### src/rtl/flit_sink_monitor.sv
// Flit sink that checks an incrementing payload sequence and counts flits and errors.
// Define SINK_BACKPRESSURE_EN to insert one forced stall cycle every STALL_PERIOD accepted flits.

`ifndef SIZE
`define SIZE 8
`endif

module flit_sink_monitor #(
    parameter int ID           = 0,
    parameter int DATA_W       = `SIZE,
    parameter int MAX_FLITS    = 16,
    parameter int STALL_PERIOD = 3
) (
    input  logic              clk,
    input  logic              reset,
    input  logic              req,
    input  logic [DATA_W-1:0] data,
    output logic              ack,
    output logic [15:0]       flit_count,
    output logic [7:0]        err_count,
    output logic              err,
    output logic              done,
    output logic [DATA_W-1:0] last_data
);

    if (MAX_FLITS < 1 || MAX_FLITS > 65535) begin : g_bad_max_flits
        $error("flit_sink_monitor: MAX_FLITS out of range 1..65535");
    end
    if (STALL_PERIOD < 1 || STALL_PERIOD > 255) begin : g_bad_stall_period
        $error("flit_sink_monitor: STALL_PERIOD out of range 1..255");
    end

    localparam logic [15:0] MAX_C = 16'(MAX_FLITS);

`ifdef SINK_BACKPRESSURE_EN
    localparam logic [7:0] STALL_C = 8'(STALL_PERIOD);
    typedef enum logic [1:0] {
        S_READY = 2'd0,
        S_STALL = 2'd1,
        S_DONE  = 2'd2
    } state_t;
`else
    typedef enum logic [1:0] {
        S_READY = 2'd0,
        S_DONE  = 2'd2
    } state_t;
`endif

    state_t              state_q, state_d;
    logic                ack_q, ack_d;
    logic [15:0]         flit_count_q, flit_count_d;
    logic [7:0]          err_count_q, err_count_d;
    logic                err_q, err_d;
    logic [DATA_W-1:0]   last_data_q, last_data_d;
    logic [DATA_W-1:0]   expected_q, expected_d;
    logic                transfer;
`ifdef SINK_BACKPRESSURE_EN
    logic [7:0]          stall_cnt_q, stall_cnt_d;
`endif

    assign transfer = req & ack_q;

    always_comb begin
        state_d      = state_q;
        flit_count_d = flit_count_q;
        err_count_d  = err_count_q;
        err_d        = err_q;
        last_data_d  = last_data_q;
        expected_d   = expected_q;
`ifdef SINK_BACKPRESSURE_EN
        stall_cnt_d  = stall_cnt_q;
`endif

        if (transfer) begin
            flit_count_d = flit_count_q + 16'd1;
            last_data_d  = data;
            expected_d   = expected_q + 1'b1;
            if (data != expected_q) begin
                err_d = 1'b1;
                if (err_count_q != 8'hFF) begin
                    err_count_d = err_count_q + 8'd1;
                end
            end
        end

        case (state_q)
            S_READY: begin
                if (transfer) begin
                    // Reaching the flit limit wins over a stall due on the same flit.
                    if (flit_count_q == MAX_C - 16'd1) begin
                        state_d = S_DONE;
                    end
`ifdef SINK_BACKPRESSURE_EN
                    else if (stall_cnt_q == STALL_C - 8'd1) begin
                        state_d     = S_STALL;
                        stall_cnt_d = 8'd0;
                    end else begin
                        stall_cnt_d = stall_cnt_q + 8'd1;
                    end
`endif
                end
            end
`ifdef SINK_BACKPRESSURE_EN
            S_STALL: state_d = S_READY;
`endif
            S_DONE:  state_d = S_DONE;
            default: state_d = S_READY;
        endcase

        // ack is registered from the next state so it never follows req/data combinationally.
        ack_d = (state_d == S_READY);
    end

    always_ff @(posedge clk or negedge reset) begin
        if (!reset) begin
            state_q      <= S_READY;
            ack_q        <= 1'b1;
            flit_count_q <= 16'd0;
            err_count_q  <= 8'd0;
            err_q        <= 1'b0;
            last_data_q  <= '0;
            expected_q   <= '0;
`ifdef SINK_BACKPRESSURE_EN
            stall_cnt_q  <= 8'd0;
`endif
        end else begin
            state_q      <= state_d;
            ack_q        <= ack_d;
            flit_count_q <= flit_count_d;
            err_count_q  <= err_count_d;
            err_q        <= err_d;
            last_data_q  <= last_data_d;
            expected_q   <= expected_d;
`ifdef SINK_BACKPRESSURE_EN
            stall_cnt_q  <= stall_cnt_d;
`endif
        end
    end

`ifndef SYNTHESIS
    always_ff @(posedge clk) begin
        if (reset && transfer && (data != expected_q)) begin
            $display("flit_sink_monitor %0d: sequence error, expected %0h received %0h",
                     ID, expected_q, data);
        end
    end
`endif

    assign ack        = ack_q;
    assign flit_count = flit_count_q;
    assign err_count  = err_count_q;
    assign err        = err_q;
    assign done       = (state_q == S_DONE);
    assign last_data  = last_data_q;

endmodule

### config.mk
export PLATFORM = sky130hd
export DESIGN_NAME = flit_sink_monitor
export DESIGN_NICKNAME = d
export VERILOG_FILES = /design/src/rtl/flit_sink_monitor.sv
export SDC_FILE = /design/constraint.sdc
export NUM_CORES = 1
export LEC_CHECK = 0
export CAP_MARGIN = 20
export CORE_ASPECT_RATIO = 1.2
export CORE_MARGIN = 2
export CORE_UTILIZATION = 44
export DETAILED_ROUTE_END_ITERATION = 16
export PLACE_DENSITY = 0.75
export SYNTH_ARGS = -nofsm -noshare
export SYNTH_HDL_FRONTEND = slang
export SYNTH_SLANG_ARGS = --single-unit
### constraint.sdc
create_clock -name clk -period 1.6 [get_ports clk]
set_clock_uncertainty 0.05 [all_clocks]
set_input_delay 0.32 -clock clk [delete_from_list [all_inputs] [get_ports clk]]
set_output_delay 0.32 -clock clk [all_outputs]
set_load 0.01 [all_outputs]
==> impl_metrics.csv, run 1 <==
group,metric,value,unit
detailed_routing,detailedRoute.firstIterationViolations,42,
setup_path,timing.critical_path.to,"err_count[1]",
detailed_routing,routed_wirelength,4380,um
sta,final_period_minus_worst_setup_slack,1.60,ns
clock_tree,cts.clk_slew.worst_paths,0.08,ns
global_routing,grt_util_all_layers,0.191,
place,dpl.cell_count,301,
yosys,synthXorXnorAreaFrac,0.155,
setup_path,critical_path_arrival,1.74,ns
cells_and_area,syn_to_final_growth,53.5,%
pwr,vdd.ir_drop.worst,0.709,mV
clock_tree,cts_sinks,44,
detailed_routing,ant_nets,0,
yosys,post_synth_num_cell_types,29,
die,floorplan.die_area,0.00506,sq mm
yosys,synth_most_common_cell,"sky130_fd_sc_hd__dfrtp_1",
sta,finalHoldViolations,0,
yosys,yosys-top-cells-count,"sky130_fd_sc_hd__dfrtp_1 (43), sky130_fd_sc_hd__nand2_1 (40), sky130_fd_sc_hd__xnor2_1 (26)",
global_routing,globalRoute.totalOverflow,0,
setup_path,worst_setup_path_class,"flop to flop",
setup_path,rrSetupSlack,0.003,ns
pwr,cellLeakagePower,1.61,nW
sta,setup_viol_count_final,0,
yosys,synth_area_leader_cell,"sky130_fd_sc_hd__dfrtp_1",
yosys,synth_async_sr_flop_share,1.00,
die,die-height,77.5,um
global_routing,antenna_found_initial,0,
yosys,synth_enable_flop_cells,0,
pwr,powerDensity,1330,mW/mm^2
setup_path,endpoint_kind,"flop",
clock_tree,max-clock-path-buffers,2,
clock_tree,htree_levels,2,
detailed_routing,remaining_drc_errors,0,
detailed_routing,vias,1640,
setup_path,ff2ff_path_depth,5,
global_routing,grt_start_max_net_pins,45,
sta,rsz0062_at_grt,"yes",
cells_and_area,post_route_cells_drive_above_1_share,0.274,
die,rows,26,
detailed_routing,drt_first_pass_iters,4,
outcome,outcome,"finished, final reports clean",
die,starting_utilization_of_the_core_area,0.462,
global_routing,grt_pass1_vias,1600,
setup_path,critPathLaunch,"err_count[4]",
cells_and_area,num-fill-cells,321,
clock_tree,cts_made_buffers,5,
setup_path,worst-path-max-fanout,5,
clock_tree,clkLatencyLatePin,0.30,ns
yosys,combinational_family_with_the_most_area_after_synthesis,"simple AND/OR/NAND/NOR gates",
global_routing,grt_first_pass_wirelength,7370,um
yosys,synth_cells,181,
yosys,largest_cells_by_area_after_synthesis,"sky130_fd_sc_hd__dfrtp_1 (54%), sky130_fd_sc_hd__xnor2_1 (11%), sky130_fd_sc_hd__nand2_1 (7.6%)",
die,die_width,65.3,um
yosys,synth.yosys.warnings,0,
die,core,0.00429,sq mm
setup_path,cp_data_required_time,1.74,ns
yosys,synth_compound_gate_area_share,0.00758,
detailed_routing,post_drt_via_cell_ratio,4.97,
place,detailedPlacementHpwl,2910,um
sta,setup-tns-final,0,ns
cells_and_area,finalCoreUtilization,0.709,
sta,report.final.slew_viol_count,0,
job,drv_cap,0,
setup_path,cp-start-kind,"flop",
sta,final_worst_path_period_share,0.998,
cells_and_area,fin_cells,330,
yosys,synth_seq_area_share,0.556,
place,portBuffers,45,
yosys,post_synth_mux_area_share,0.0189,
place,gp_routability_congestion,0.818,
worst_hold_path,hold_path_class,"input port to flop",
detailed_routing,route.detailed.wl_per_inst,13.3,um
yosys,synth.cell_area,0.00198,sq mm
yosys,area_share_of_the_leading_cell_type_in_the_synthesized_netlist,0.543,
yosys,post_synthesis_net_count,195,
setup_path,regToRegEndpoint,"err_count[1]",
cells_and_area,num-nets-final,287,
yosys,postSynth.topFlopCell,"sky130_fd_sc_hd__dfrtp_1",
die,io_pins,46,
setup_path,reg2reg_from,"err_count[4]",
yosys,post_synth_fa_ha_maj_area_fraction,0.0189,
yosys,synth_seq_cells,44,
sta,hold_slack,0.234,ns
clock_tree,cts_tree,"yes",
yosys,synthSimpleGateAreaFrac,0.232,
clock_tree,clk_root_buffer_cell,"sky130_fd_sc_hd__clkbuf_8",
cells_and_area,num_antenna_cells,0,
yosys,syn_area_per_cell,10.9,sq um
sta,highest_clock_rate,626,MHz
==> layer usage <==
layer / part of all wire / track usage / vias up
met2: 0.51 / 0.300 / 44
met4: 0.028 / 0.0917 / 0
met5: 0 / 0 / -
li1: - / - / 795
met3: 0.041 / 0.0391 / 10
met1: 0.42 / 0.250 / 791
==> kinds of logic after synthesis <==
group	Yosys count
muxes	3
buffers and inverters	5
xor gates and xnor gates	35
and+or+nand+nor	88
adders and majority gates	3
AOI/OAI and AO/OA	2
DFF	44
other	1
==> metrics by stage <==
step	power (W)	worst slack, ns	instance area [sq um]
floorplan	0.00231	0.0288	1980
global placement	0.00307	-0.320	2680
detailed placement	0.00310	-0.330	2680
CTS	0.00403	0.000266	2920
global route	0.00430	-0.0916	3040
finish	0.00404	0.00278	3040
==> layout by cell type (no fill, tap or decap), types with 4 or more instances in the layout <==
cell                              netlist  layout
sky130_fd_sc_hd__nand2_1               40      40
sky130_fd_sc_hd__buf_4                  0      40
sky130_fd_sc_hd__dfrtp_1               43      38
sky130_fd_sc_hd__xnor2_1               26      24
sky130_fd_sc_hd__clkdlybuf4s50_1        0      17
sky130_fd_sc_hd__dlymetal6s2s_1         0      17
sky130_fd_sc_hd__nand4_1               10      10
sky130_fd_sc_hd__nand3_1               12       9
sky130_fd_sc_hd__xor2_1                 9       9
sky130_fd_sc_hd__dlygate4sd2_1          0       9
sky130_fd_sc_hd__clkbuf_8               0       5
sky130_fd_sc_hd__dfrtp_2                0       5
sky130_fd_sc_hd__nor2_1                 5       4
==> state kept, by name (all words and copies together), names as in the netlist <==
| name | count |
|---|---|
| err | 1 |
| err_count | 8 |
| flit_count | 16 |
| expected_q | 8 |
| ack | 1 |
| last_data | 8 |
| state_q | 2 |
==> power by group <==
| group | switching (W) | internal [W] | total (W) | leakage, nW |
|---|---|---|---|---|
| clock network | 0.000368 | 0.000463 | 0.000831 | 0.0552 |
| logic | 0.000687 | 0.000904 | 0.00159 | 1.01 |
| registers | 0.000222 | 0.00139 | 0.00162 | 0.550 |
| total | 0.00128 | 0.00276 | 0.00404 | 1.61 |
==> critical path, cell delays in order, from the launching register on <==
cell and delay (ns):
sky130_fd_sc_hd__dfrtp_2 0.36, sky130_fd_sc_hd__buf_4 0.11, sky130_fd_sc_hd__nand4_1 0.14, sky130_fd_sc_hd__nor2_1 0.42
sky130_fd_sc_hd__nor3_2 0.10, sky130_fd_sc_hd__mux2_4 0.30
==> repair_timing <==
action	4_1_cts	5_1_grt
pin swaps	1	12
hold endpoints to repair	43	0
gates resized for setup	14	31
hold buffers	1	0
setup endpoints to repair	27	27
setup buffers	17	3
==> layout make-up <==
cell class              instances  area, sq um  share of cell area
clock inverters                 2         35.0              0.0115
inverters                       1         3.75             0.00123
repair buffers                 89          840               0.276
clock buffers                   6         72.6              0.0238
flip-flops and latches         44         1110               0.364
multi-input cells             132          913               0.300
well taps                      56         70.1              0.0230
==> worst min-delay path by stage <==
stage	startpoint	end	slack (ns)	depth (start not counted)
floorplan	reset	err	-0.03	0
global placement	reset	flit_count[8]	0.26	2
detailed placement	reset	flit_count[7]	0.27	2
CTS	state_q[1]	ack	0.40	1
global route	data[6]	last_data[6]	0.26	3
finish	data[5]	last_data[5]	0.23	3
No activity file was read; power rests on OpenSTA's default activity.
==> run 2: changes to the inputs <==
--- a/config.mk
+++ b/config.mk
@@ -6,11 +6,13 @@
 export NUM_CORES = 1
 export LEC_CHECK = 0
 export CAP_MARGIN = 20
+export CELL_PAD_IN_SITES_DETAIL_PLACEMENT = 1
+export CELL_PAD_IN_SITES_GLOBAL_PLACEMENT = 2
 export CORE_ASPECT_RATIO = 1.2
 export CORE_MARGIN = 2
-export CORE_UTILIZATION = 44
+export CORE_UTILIZATION = 28
 export DETAILED_ROUTE_END_ITERATION = 16
-export PLACE_DENSITY = 0.75
+export PLACE_DENSITY_LB_ADDON = 0.1
 export SYNTH_ARGS = -nofsm -noshare
 export SYNTH_HDL_FRONTEND = slang
 export SYNTH_SLANG_ARGS = --single-unit
==> impl_metrics.csv, run 2 (synthesized netlist as in run 1, its figures left out) <==
group,metric,value,unit
sta,highest_clock_rate,636,MHz
clock_tree,cts.clk_slew.worst_paths,0.09,ns
pwr,powerDensity,1330,mW/mm^2
global_routing,grt_start_max_net_pins,21,
pwr,vdd.ir_drop.worst,0.552,mV
global_routing,globalRoute.totalOverflow,0,
die,die_width,80.8,um
cells_and_area,num_antenna_cells,0,
clock_tree,cts_sinks,44,
die,io_pins,46,
sta,setup-tns-final,0,ns
setup_path,path_buf_inv,3,
outcome,outcome,"finished, final reports clean",
setup_path,timing.critical_path.max_delay_family,"buffers and inverters",
setup_path,cp_data_required_time,1.74,ns
place,portBuffers,45,
place,dpl.cell_count,334,
detailed_routing,routed_wirelength,5570,um
setup_path,slowest_stage,"sky130_fd_sc_hd__clkdlybuf4s50_1",
setup_path,critical_path_arrival,1.72,ns
sta,final_worst_path_period_share,0.983,
global_routing,antenna_found_initial,0,
detailed_routing,post_drt_via_cell_ratio,4.64,
global_routing,grt_pass1_vias,1868,
die,rows,33,
setup_path,worst_setup_path_class,"input port to flop",
detailed_routing,detailedRoute.firstIterationViolations,35,
die,die-height,96.2,um
place,pre_cts_ws,-0.370,ns
place,detailedPlacementHpwl,3910,um
setup_path,critical-path-max-stage-delay,0.54,ns
cells_and_area,num-nets-final,292,
cells_and_area,largest_reg_flops,16,
cells_and_area,postLayoutCellArea,0.00315,sq mm
sta,worst_slew_pin_slew,0.534,ns
sta,finalHoldViolations,0,
cells_and_area,commonest_cells_after_routing_fill_and_taps_aside,"sky130_fd_sc_hd__buf_4 (46), sky130_fd_sc_hd__nand2_1 (40), sky130_fd_sc_hd__dfrtp_1 (37)",
sta,rsz0062_at_grt,"yes",
detailed_routing,drt_first_pass_iters,4,
pwr,cellLeakagePower,1.78,nW
clock_tree,clkLatencyLatePin,0.30,ns
detailed_routing,remaining_drc_errors,0,
sta,report.final.slew_viol_count,0,
cells_and_area,mostFrequentLayoutCell,"sky130_fd_sc_hd__buf_4",
detailed_routing,vias,1699,
setup_path,worstPathCellList,"clkdlybuf4s50_1 -> and4_4 -> nand4_1 -> buf_4 -> buf_4 -> xnor2_1",
setup_path,worst-path-max-fanout,3,
setup_path,cp-start-kind,"input port",
sta,setup_viol_count_final,0,
global_routing,grt_first_pass_wirelength,9340,um
clock_tree,cts_tree,"yes",
place,placement.cell_area,0.00272,sq mm
detailed_routing,ant_nets,0,
clock_tree,cts_made_buffers,5,
sta,maxSlewHeadroom,0.644,
sta,final_period_minus_worst_setup_slack,1.57,ns
job,drv_cap,0,
die,core,0.00685,sq mm
global_routing,grt_util_all_layers,0.157,
clock_tree,clk_root_buffer_cell,"sky130_fd_sc_hd__clkbuf_8",
clock_tree,max-clock-path-buffers,2,
cells_and_area,fin_cells,366,
sta,fin_ws,0.0270,ns
die,starting_utilization_of_the_core_area,0.289,
cells_and_area,syn_to_final_growth,58.8,%
clock_tree,htree_levels,2,
cells_and_area,post_route_cells_drive_above_1_share,0.290,
worst_hold_path,hold_path_class,"input port to flop",
pwr,fin_total_pwr,0.00418,W
detailed_routing,route.detailed.wl_per_inst,15.2,um
setup_path,critical-path-top-cell-by-count,"sky130_fd_sc_hd__buf_4",
place,gp_routability_congestion,0.744,
setup_path,endpoint_kind,"flop",
die,floorplan.die_area,0.00777,sq mm
[run 2: through the flow]
step,utilization,hold WS (ns)
floorplan,-,-0.0256
global placement,0.397,0.273
detailed placement,0.397,0.292
CTS,0.434,0.396
global route,0.459,0.267
finish,0.459,0.244
[run 2: path summary, 6_finish.rpt]
kind	startpoint	endpoint	slack (ns)	cells past startpoint
worst max register to register	ack	flit_count[5]	0.04	5
max in group asynchronous	reset	last_data[3]	0.50	3
min in group asynchronous	reset	flit_count[13]	0.49	2
worst min-delay path	data[2]	last_data[2]	0.24	3
worst max-delay path	req	flit_count[5]	0.03	6
worst min register to register	state_q[1]	ack	0.39	1
[run 2: area by class of cell]
class,instances,area [sq um]
sequential,44,1110
timing repair buffer,94,881
clock inverter,1,30.0
inverter,1,3.75
multi-input combinational,132,917
tap,87,109
fill,783,3710
clock buffer,7,96.3
[run 2: repair_timing]
action	4_1_cts	5_1_grt
hold buffers	1	0
buffers inserted	17	6
resized for setup	23	39
pin swaps	5	12
endpoints found under the hold margin	17	0
endpoints found under the setup margin	36	36
[run 2: tightest hold or removal path, stage by stage]
cell	delay (ns)
sky130_fd_sc_hd__dlymetal6s2s_1	0.12
sky130_fd_sc_hd__nand2_1	0.06
sky130_fd_sc_hd__nand2_1	0.05
[run 2: where the power goes]
| group | leakage, nW | internal (W) | switching [W] |
|---|---|---|---|
| clock | 0.0645 | 0.000552 | 0.000390 |
| combinational | 1.16 | 0.000899 | 0.000758 |
| sequential | 0.548 | 0.00139 | 0.000187 |
[run 2: layer usage]
metal,GRT usage,part of all wire,routed length (um)
met5,0,0,0
met4,0.0424,0.0084,47
met3,0.0300,0.032,176
met2,0.292,0.55,3040
met1,0.183,0.41,2300
